`config.mk`:
```
export PLATFORM = sky130hd
export DESIGN_NAME = bitserial_adder
export DESIGN_NICKNAME = d
export VERILOG_FILES = /design/src/rtl/bitserial_adder.sv
export SDC_FILE = /design/constraint.sdc
export NUM_CORES = 1
export LEC_CHECK = 0
export CAP_MARGIN = 0
export CORE_MARGIN = 3
export CORE_UTILIZATION = 35
export CTS_BUF_LIST = sky130_fd_sc_hd__clkbuf_8
export CTS_CLUSTER_DIAMETER = 30
export DETAILED_ROUTE_END_ITERATION = 16
export HOLD_SLACK_MARGIN = 0.02
export PLACE_DENSITY_LB_ADDON = 0.15
export SLEW_MARGIN = 0
export SYNTH_ARGS = -nofsm -noshare
export SYNTH_HDL_FRONTEND = slang
export SYNTH_SLANG_ARGS = --single-unit
```
`constraint.sdc`:
```
create_clock -name CLK -period 2 [get_ports CLK]
set_clock_uncertainty 0.2 [all_clocks]
set_input_delay 0.2 -clock CLK [delete_from_list [all_inputs] [get_ports CLK]]
set_output_delay 0.2 -clock CLK [all_outputs]
set_load 0.01 [all_outputs]
```
`src/rtl/bitserial_adder.sv`:
```
// bitserial_adder: LSB-first bit-serial add/subtract around a single full-adder cell.
//   Ports: CLK clock; RESETL async active-low reset; START request (taken only while idle);
//   SUB 0=A+B 1=A-B; OPA/OPB operands; BUSY shift in progress; DONE one-cycle result pulse;
//   SUM result register; COUT final carry (subtract: 1 = no borrow); OVF signed overflow.
//   Optional BSADD_ACCUM_EN adds ACC: when set with START, A loads from SUM for running accumulation.
module bitserial_adder #(
  parameter int WIDTH = 8
) (
  input  logic             CLK,
  input  logic             RESETL,
  input  logic             START,
  input  logic             SUB,
  input  logic [WIDTH-1:0] OPA,
  input  logic [WIDTH-1:0] OPB,
`ifdef BSADD_ACCUM_EN
  input  logic             ACC,
`endif
  output logic             BUSY,
  output logic             DONE,
  output logic [WIDTH-1:0] SUM,
  output logic             COUT,
  output logic             OVF
);
  localparam int CW = $clog2(WIDTH);
  typedef enum logic {IDLE, SHIFT} state_t;
  state_t state, state_n;
  logic [WIDTH-1:0] a_sr, a_n, b_sr, b_n, sum_r, sum_n, a_load;
  logic [CW-1:0] count, count_n;
  logic carry, carry_n, cout_r, cout_n, ovf_r, ovf_n, done_r, done_n, q, co;
  assign q  = a_sr[0] ^ b_sr[0] ^ carry;
  assign co = (a_sr[0] & b_sr[0]) | (carry & (a_sr[0] ^ b_sr[0]));
`ifdef BSADD_ACCUM_EN
  assign a_load = ACC ? sum_r : OPA;
`else
  assign a_load = OPA;
`endif
  always_comb begin
    state_n = state;
    a_n     = a_sr;
    b_n     = b_sr;
    carry_n = carry;
    count_n = count;
    sum_n   = sum_r;
    cout_n  = cout_r;
    ovf_n   = ovf_r;
    done_n  = 1'b0;
    if (state == IDLE) begin
      if (START) begin
        a_n     = a_load;
        b_n     = SUB ? ~OPB : OPB;
        carry_n = SUB;
        count_n = '0;
        state_n = SHIFT;
      end
    end else begin
      sum_n   = {q, sum_r[WIDTH-1:1]};
      a_n     = a_sr >> 1;
      b_n     = b_sr >> 1;
      carry_n = co;
      count_n = count + 1'b1;
      if (count == CW'(WIDTH - 1)) begin
        cout_n  = co;
        ovf_n   = carry ^ co;
        done_n  = 1'b1;
        count_n = '0;
        state_n = IDLE;
      end
    end
  end
  always_ff @(posedge CLK or negedge RESETL) begin
    if (!RESETL) begin
      state  <= IDLE;
      a_sr   <= '0;
      b_sr   <= '0;
      carry  <= 1'b0;
      count  <= '0;
      sum_r  <= '0;
      cout_r <= 1'b0;
      ovf_r  <= 1'b0;
      done_r <= 1'b0;
    end else begin
      state  <= state_n;
      a_sr   <= a_n;
      b_sr   <= b_n;
      carry  <= carry_n;
      count  <= count_n;
      sum_r  <= sum_n;
      cout_r <= cout_n;
      ovf_r  <= ovf_n;
      done_r <= done_n;
    end
  end
  assign BUSY = (state == SHIFT);
  assign DONE = done_r;
  assign SUM  = sum_r;
  assign COUT = cout_r;
  assign OVF  = ovf_r;
endmodule

```
==> results.sh, run 1 <==
export IMPL_outcome="complete, no violations"
export IMPL_placed_cell_area_um2=1870
export IMPL_slowest_delay_ns=0.55
export IMPL_drv_cap=0
export IMPL_areaGrowthSynthToFinish_pct=29.1
export IMPL_yosys_warnings=0
export IMPL_power_density_nw_per_um2=1350
export IMPL_cts_repair_resized=0
export IMPL_clk_latency_ns=0.27
export IMPL_cts_buffers=5
export IMPL_ir_worst_vdd_mv=0.472
export IMPL_worst_pin_slew_ns=0.487
export IMPL_placed_cells=200
export IMPL_dieWidth_um=71.9
export IMPL_rr_worst_depth=4
export IMPL_overflow=0
export IMPL_combPwrFrac_pct=38.8
export IMPL_clk_pin_slew_ns=0.06
export IMPL_wl_met3_um=159
export IMPL_max_freq_mhz=630
export IMPL_finalCriticalPeriod_ns=1.59
export IMPL_muxShareOfSynthArea_pct=12.8
export IMPL_layout_commonest_cell="dfrtp_1"
export IMPL_p_leak_nw=0.860
export IMPL_synth_xor_area_share_pct=5.19
export IMPL_synth_seq_cells=32
export IMPL_cp_end_kind="output pin"
export IMPL_cp_arrival_ns=1.19
export IMPL_final_max_slew_viol_count=0
export IMPL_viasPerCell=4.82
export IMPL_drive_gt1_share_pct=19.1
export IMPL_grt_max_degree=33
export IMPL_grt_pass1_vias=1073
export IMPL_rr_endpoint="COUT"
export IMPL_wl_per_cell_um=13.3
export IMPL_numPortBuffers=31
export IMPL_layout_common_cells="dfrtp_1 (32), clkdlybuf4s50_1 (31), nand2_1 (16)"
export IMPL_cts_buffer_depth=2
export IMPL_die_y_um=71.9
export IMPL_startpoint_type="flip-flop"
export IMPL_final_cells=207
export IMPL_cp_required_ns=1.60
export IMPL_relSlewSlack_pct=67.4
export IMPL_htree_levels=2
export IMPL_setup_violations_final=0
export IMPL_antenna_cells=0
export IMPL_cts_setup_buffers=0
export IMPL_slowest_stage="clkdlybuf4s50_1"
export IMPL_post_route_cell_area_um2=1960
export IMPL_grt_pass1_wl_um=4750
export IMPL_met2WireLength_um=1360
export IMPL_fp_row_count=23
export IMPL_internal_power_mw=1.84
export IMPL_dieArea_um2=5170
export IMPL_switching_share_pct=30.5
export IMPL_nNetsFinal=180
export IMPL_grt_setup_unrepaired="no"
export IMPL_drtIter0Drc=22
export IMPL_highest_layer="met4"
export IMPL_crit_type="reg -> out"
export IMPL_reg2reg_slack_ns=0.42
export IMPL_regToRegStartpoint="count[0]"
export IMPL_initial_core_util_pct=37.2
export IMPL_cp_buffers_inverters=1
export IMPL_core_area_um2=4090
export IMPL_cts_hold_buf=0
export IMPL_hold_path_class="in -> async"
export IMPL_dp_hpwl_um=1990
export IMPL_synthDistinctLibCells=21
export IMPL_cts_sinks=32
export IMPL_drc=0
export IMPL_synth_fa_ha_area_share_pct=2.96
export IMPL_crit_family="buffers and inverters"
export IMPL_avgSynthCellArea_um2=12.5
export IMPL_cts_root_buf="clkbuf_8"
export IMPL_final_util_pct=48.0
export IMPL_drtPass1Iterations=4
export IMPL_synthCells=122
export IMPL_hold_viol=0
export IMPL_synth_compound_area_share_pct=11.1
export IMPL_vias=998
export IMPL_grt_usage_pct=11.8
export IMPL_period_share_pct=79.3
export IMPL_synth_top_family_by_area="multiplexers"
export IMPL_power_share_sequential_pct=41.7
export IMPL_yosysSeqAreaShare_pct=52.7
export IMPL_ios=32
export IMPL_switchingPower_mw=0.809
export IMPL_wl_met1_um=1210
export IMPL_timing_setup_tns_ns=0
export IMPL_tritoncts="done"
export IMPL_routabilityCongestion=0.713
export IMPL_drt_total_wl_um=2750
export IMPL_ant_nets=0
export IMPL_antenna_found_initial=0
export IMPL_syn_num_nets=145
export IMPL_crit_chain="clkdlybuf4s50_1"
export IMPL_crit_fanout=3
export IMPL_syn_area_um2=1520
export IMPL_p_clk_share_pct=19.5
export IMPL_synth_simple_area_share_pct=10.5
[how the worst max path moves through the flow]
stage,start,end,slack [ns],cells past startpoint
4_1_cts,BUSY,BUSY,0.39,1
5_1_grt,BUSY,b_sr[4],0.35,3
3_5_place_dp,SUB,b_sr[7],0.31,3
3_3_place_gp,SUB,b_sr[7],0.38,3
2_1_floorplan,count[0],COUT,0.48,4
6_report,BUSY,BUSY,0.41,1
[through the flow]
| step | hold slack [ns] | setup WS, ns | power [mW] |
|---|---|---|---|
| after floorplan | -0.296 | 0.480 | 1.76 |
| after global placement | 0.260 | 0.382 | 2.12 |
| after detailed placement | 0.274 | 0.312 | 2.17 |
| after CTS | 0.138 | 0.386 | 2.70 |
| after global routing | 0.174 | 0.346 | 2.85 |
| final | 0.123 | 0.413 | 2.65 |
[area by class of cell]
type                    count  area, um2
repair buffers             37        355
multi-input cells          81        648
clock buffers               7       96.3
fillers                   385       2120
flip-flops and latches     32        801
well taps                  50       62.6
[synthesized netlist by cell type]
library cell	number	area, um2
nand2b_1	3	18.8
a22o_1	2	17.5
o22ai_1	1	6.26
mux2_2	8	90.1
dfrtp_1	32	801
ha_1	2	25.0
xnor2_1	9	78.8
buf_4	3	22.5
mux2i_1	9	90.1
o21ai_0	8	40.0
mux2_4	1	15.0
and2_4	1	8.76
nor2_1	3	11.3
a211oi_1	1	7.51
a21oi_1	2	10.0
or3b_1	7	61.3
nand2_1	16	60.1
o211ai_2	7	87.6
buf_6	3	33.8
buf_2	3	15.0
fa_1	1	20.0
[power by group through the flow]
stage                     clock network (mW)  logic [mW]  registers (mW)
after floorplan                            0       0.624            1.13
after global placement                     0        1.02            1.10
after detailed placement                   0        1.05            1.12
after CTS                              0.536        1.05            1.11
after global routing                   0.571        1.14            1.15
final                                  0.518        1.03            1.10
[layer usage]
metal	global-route usage [%]	up-vias
li1	-	491
met1	14.9	478
met2	19.0	27
met3	3.60	2
met4	5.01	0
met5	0	-
[registers in the layout, indices dropped and copies added (netlist names), 3 cells and up]
register	cells
count	3
b_sr	8
SUM	8
a_sr	8
[kinds of logic (layout without fill, tap and decap cells)]
logic type | Yosys count | after routing
xor gates and xnor gates | 9 | 9
muxes | 18 | 18
AOI/OAI and AO/OA | 21 | 21
and+or+nand+nor | 30 | 30
adders and majority gates | 3 | 3
buffers and inverters | 9 | 44
DFF | 32 | 32
(Power assumes the default switching activity.)
==> run 2: changes to the inputs <==
==> constraint.sdc (replaced) <==
create_clock -name CLK -period 1.55 [get_ports CLK]
set_clock_uncertainty 0.2 [all_clocks]
set_input_delay 0.155 -clock CLK [delete_from_list [all_inputs] [get_ports CLK]]
set_output_delay 0.155 -clock CLK [all_outputs]
set_load 0.01 [all_outputs]
==> results.sh, run 2 (synthesized netlist as in run 1, its figures left out) <==
export IMPL_outcome="complete, no violations"
export IMPL_nNetsFinal=185
export IMPL_p_leak_nw=0.972
export IMPL_routabilityCongestion=0.716
export IMPL_slowest_stage="dfrtp_1"
export IMPL_crit_family="flip-flops"
export IMPL_drc=0
export IMPL_reg2reg_slack_ns=0.06
export IMPL_cts_sinks=32
export IMPL_viasPerCell=4.82
export IMPL_hold_viol=0
export IMPL_drv_cap=0
export IMPL_timing_setup_tns_ns=0
export IMPL_layout_commonest_cell="dfrtp_1"
export IMPL_overflow=0
export IMPL_cp_arrival_ns=1.46
export IMPL_hold_path_class="in -> async"
export IMPL_grt_setup_unrepaired="no"
export IMPL_worst_pin_slew_ns=0.490
export IMPL_vias=1026
export IMPL_cts_buffer_depth=2
export IMPL_grt_pass1_vias=1093
export IMPL_grt_pass1_wl_um=5040
export IMPL_crit_type="reg -> reg"
export IMPL_startpoint_type="flip-flop"
export IMPL_cp_buffers_inverters=0
export IMPL_die_y_um=71.9
export IMPL_max_freq_mhz=671
export IMPL_dp_hpwl_um=2100
export IMPL_wl_per_cell_um=13.6
export IMPL_cts_buffers=5
export IMPL_crit_fanout=3
export IMPL_fin_ws_ns=0.0595
export IMPL_pre_cts_ws_ns=-0.0111
export IMPL_clk_pin_slew_ns=0.07
export IMPL_core_area_um2=4090
export IMPL_antenna_found_initial=0
export IMPL_drtPass1Iterations=4
export IMPL_relSlewSlack_pct=67.4
export IMPL_htree_levels=2
export IMPL_clk_latency_ns=0.28
export IMPL_fp_row_count=23
export IMPL_cp_required_ns=1.52
export IMPL_finalCriticalPeriod_ns=1.49
export IMPL_initial_core_util_pct=37.2
export IMPL_areaGrowthSynthToFinish_pct=36.0
export IMPL_rr_worst_depth=4
export IMPL_grt_max_degree=33
export IMPL_power_density_nw_per_um2=1720
export IMPL_period_share_pct=96.2
export IMPL_final_max_slew_viol_count=0
export IMPL_crit_top_cell="ha_2"
export IMPL_drtIter0Drc=42
export IMPL_antenna_cells=0
export IMPL_dieWidth_um=71.9
export IMPL_ios=32
export IMPL_crit_chain="ha_2, ha_2, and2_4, mux2_4"
export IMPL_cp_end_kind="flip-flop"
export IMPL_tritoncts="done"
export IMPL_grt_usage_pct=12.7
export IMPL_numPortBuffers=31
export IMPL_dieArea_um2=5170
export IMPL_drive_gt1_share_pct=25.2
export IMPL_cts_root_buf="clkbuf_8"
export IMPL_rr_endpoint="COUT"
export IMPL_layout_common_cells="dfrtp_1 (31), clkdlybuf4s50_1 (20), nand2_1 (16)"
export IMPL_drt_total_wl_um=2890
export IMPL_setup_violations_final=0
export IMPL_ir_worst_vdd_mv=0.643
export IMPL_regToRegStartpoint="count[1]"
export IMPL_ant_nets=0
export IMPL_slowest_delay_ns=0.39
==> run 2: how the worst max path moves through the flow <==
stage / startpoint / to / cells past startpoint / slack [ns]
2_1_floorplan: count[0] / COUT / 4 / 0.03
3_3_place_gp: count[0] / COUT / 4 / 0.04
3_5_place_dp: count[0] / COUT / 4 / -0.01
4_1_cts: COUT / COUT / 1 / 0.002
5_1_grt: count[0] / COUT / 4 / 0.01
6_report: count[1] / COUT / 4 / 0.06
==> run 2: per-stage QoR <==
| step | hold WS (ns) | instance area (um2) | instances | util, % | power [mW] |
|---|---|---|---|---|---|
| floorplan | -0.341 | 1520 | 122 | - | 2.27 |
| global placement | 0.261 | 1920 | 204 | 47.0 | 2.80 |
| detailed placement | 0.264 | 1920 | 204 | 47.0 | 2.86 |
| CTS | 0.0385 | 2040 | 213 | 49.8 | 3.63 |
| global route | 0.0605 | 2070 | 213 | 50.6 | 3.84 |
| finish | 0.0368 | 2070 | 213 | 50.6 | 3.57 |
==> run 2: routing by layer <==
layer	part of all wire [%]	global-route usage [%]	vias to the layer above	routed length, um
li1	-	-	501	-
met1	44	15.3	496	1260
met2	50	21.3	25	1460
met3	5.3	3.60	4	152
met4	0.73	5.01	0	21
met5	0	0	-	0
==> run 2: repair_timing <==
| item | 4_1_cts | 5_1_grt |
|---|---|---|
| hold buffers | 0 | 0 |
| setup endpoints to repair | 6 | 13 |
| gates resized for setup | 6 | 12 |
| setup buffers | 1 | 0 |
| pin swaps | 0 | 0 |
==> run 2: layout make-up <==
cell class                 count  area (um2)
timing repair buffer          42         434
multi-input combinational     81         661
clock buffer                   5        68.8
clock inverter                 3        38.8
sequential                    32         802
tap                           50        62.6
fill                         377        2020
==> run 2: power breakdown <==
part	total, mW	switching [mW]	internal [mW]	leakage (nW)
combinational	1.39	0.585	0.803	0.512
clock	0.764	0.294	0.470	0.0593
sequential	1.41	0.208	1.21	0.401
==> run 3: changes to the inputs <==
--- a/config.mk
+++ b/config.mk
@@ -5,6 +5,7 @@
 export SDC_FILE = /design/constraint.sdc
 export NUM_CORES = 1
 export LEC_CHECK = 0
+export ABC_AREA = 1
 export CAP_MARGIN = 0
 export CORE_MARGIN = 3
 export CORE_UTILIZATION = 35
==> results.sh, run 3 <==
export IMPL_cts_hold_buf=0
export IMPL_viasPerCell=4.45
export IMPL_overflow=0
export IMPL_p_leak_nw=1.14
export IMPL_cts_root_buf="clkbuf_8"
export IMPL_hold_path_class="in -> async"
export IMPL_netlist_top_cells_area="dfrtp_1 (54%), nand2_1 (25%), nand3_1 (5.7%)"
export IMPL_drive_gt1_share_pct=6.14
export IMPL_pre_cts_ws_ns=0.137
export IMPL_fin_ws_ns=0.0693
export IMPL_crit_fanout=1
export IMPL_total_power_mw=3.24
export IMPL_ir_worst_vdd_mv=0.619
export IMPL_yosysSeqAreaShare_pct=53.7
export IMPL_dp_hpwl_um=1910
export IMPL_cts_setup_buffers=0
export IMPL_async_flop_share_pct=100
export IMPL_slowest_stage="clkdlybuf4s50_1"
export IMPL_layout_common_cells="nand2_1 (98), dfrtp_1 (32), inv_1 (22)"
export IMPL_crit_family="buffers and inverters"
export IMPL_drt_total_wl_um=2840
export IMPL_grt_setup_unrepaired="no"
export IMPL_ys_flop_type="dfrtp_1"
export IMPL_wl_met3_um=137
export IMPL_ys_top_cells_by_count="nand2_1 (98), dfrtp_1 (32), inv_1 (20)"
export IMPL_highest_layer="met4"
export IMPL_relSlewSlack_pct=82.4
export IMPL_cp_buffers_inverters=1
export IMPL_hold_viol=0
export IMPL_dieArea_um2=5080
export IMPL_syn_area_um2=1490
export IMPL_met2WireLength_um=1240
export IMPL_startpoint_type="flip-flop"
export IMPL_yosysTopAreaCellShare_pct=53.7
export IMPL_clk_pin_slew_ns=0.06
export IMPL_max_freq_mhz=675
export IMPL_antenna_cells=0
export IMPL_grt_pass1_wl_um=5150
export IMPL_finalCriticalPeriod_ns=1.48
export IMPL_routabilityCongestion=0.725
export IMPL_period_share_pct=95.5
export IMPL_syn_num_nets=213
export IMPL_drc=0
export IMPL_synth_seq_cells=32
export IMPL_synth_top_cell_by_area="dfrtp_1"
export IMPL_synthCells=190
export IMPL_clk_latency_ns=0.28
export IMPL_setup_violations_final=0
export IMPL_avgSynthCellArea_um2=7.84
export IMPL_outcome="complete, no violations"
export IMPL_cp_end_kind="output pin"
export IMPL_crit_chain="clkdlybuf4s50_1"
export IMPL_core_area_um2=4060
export IMPL_areaGrowthSynthToFinish_pct=32.8
export IMPL_fp_row_count=23
export IMPL_dieWidth_um=71.3
export IMPL_htree_levels=2
export IMPL_synth_edff_count=0
export IMPL_slowest_delay_ns=0.52
export IMPL_nNetsFinal=250
export IMPL_cts_buffers=5
export IMPL_drv_cap=0
export IMPL_crit_type="reg -> out"
export IMPL_final_max_slew_viol_count=0
export IMPL_grt_usage_pct=13.0
export IMPL_drtPass1Iterations=4
export IMPL_wl_per_cell_um=10.2
export IMPL_die_y_um=71.3
export IMPL_ios=32
export IMPL_yosys_cell_count_top_type="nand2_1"
export IMPL_grt_max_degree=33
export IMPL_layout_commonest_cell="nand2_1"
export IMPL_cp_arrival_ns=1.13
export IMPL_grt_pass1_vias=1224
export IMPL_vias=1238
export IMPL_ant_nets=0
export IMPL_worst_pin_slew_ns=0.263
export IMPL_placed_cells=270
export IMPL_power_density_nw_per_um2=1630
export IMPL_synthDistinctLibCells=14
export IMPL_cp_required_ns=1.19
export IMPL_yosys_warnings=0
export IMPL_cts_buffer_depth=2
export IMPL_antenna_found_initial=0
export IMPL_timing_setup_tns_ns=0
export IMPL_numPortBuffers=31
export IMPL_final_cells=278
export IMPL_initial_core_util_pct=36.7
export IMPL_drtIter0Drc=67
export IMPL_tritoncts="done"
export IMPL_cts_sinks=32
export IMPL_cts_repair_resized=9
export IMPL_wl_met1_um=1400
[run 3: cell count changes after synthesis, moves of 3 or more]
cell / before / now
nand3_1: 0 / 17
mux2_2: 8 / 0
o211ai_2: 7 / 0
or3b_1: 7 / 0
a21oi_1: 2 / 7
inv_1: 0 / 20
o21ai_0: 8 / 1
nand2_1: 16 / 98
mux2i_1: 9 / 0
nand2b_1: 3 / 0
xnor2_1: 9 / 0
[run 3: path summary, 6_finish.rpt]
check                      startpoint       to  slack [ns]  cells past startpoint
min in group CLK               OPA[7]  a_sr[7]        0.20                      3
hold / removal                 RESETL   SUM[0]        0.04                      2
hold reg to reg                SUM[0]   SUM[0]        0.27                      2
max in group asynchronous      RESETL  b_sr[3]        0.94                      2
setup / recovery                 DONE     DONE        0.07                      1
setup reg to reg              a_sr[0]      OVF        0.13                      5
[run 3: cell families after synthesis]
logic type	count (synthesis)	synth area share, %
compound gates	8	2.69
fa+ha+maj	3	3.02
buf+inv	28	8.65
flops	32	53.7
simple gates	119	31.9
[run 3: layout make-up]
type	instances	area, um2
clock buffer	6	82.6
timing repair buffer	37	387
clock inverter	2	7.51
sequential	32	801
inverter	21	78.8
tap	50	62.6
multi-input combinational	130	561
fill	416	2080
[run 3: where the power goes]
group,internal [mW],switching [mW],leakage [nW]
logic,0.560,0.670,0.667
clock network,0.348,0.296,0.0538
registers,1.16,0.197,0.416
[run 3: stage by stage]
| step | instance area [um2] | hold WS (ns) | utilization (%) |
|---|---|---|---|
| after floorplan | 1490 | -0.341 | - |
| after global placement | 1900 | 0.259 | 46.7 |
| after CTS | 1970 | 0.0445 | 48.7 |
| after detailed placement | 1900 | 0.261 | 46.7 |
| final | 1980 | 0.0413 | 48.8 |
| after global routing | 1980 | 0.0491 | 48.8 |
[run 3: layer usage]
layer | vias up | track usage [%]
li1 | 645 | -
met1 | 563 | 15.5
met5 | - | 0
met3 | 5 | 4.21
met2 | 25 | 20.4
met4 | 0 | 7.52
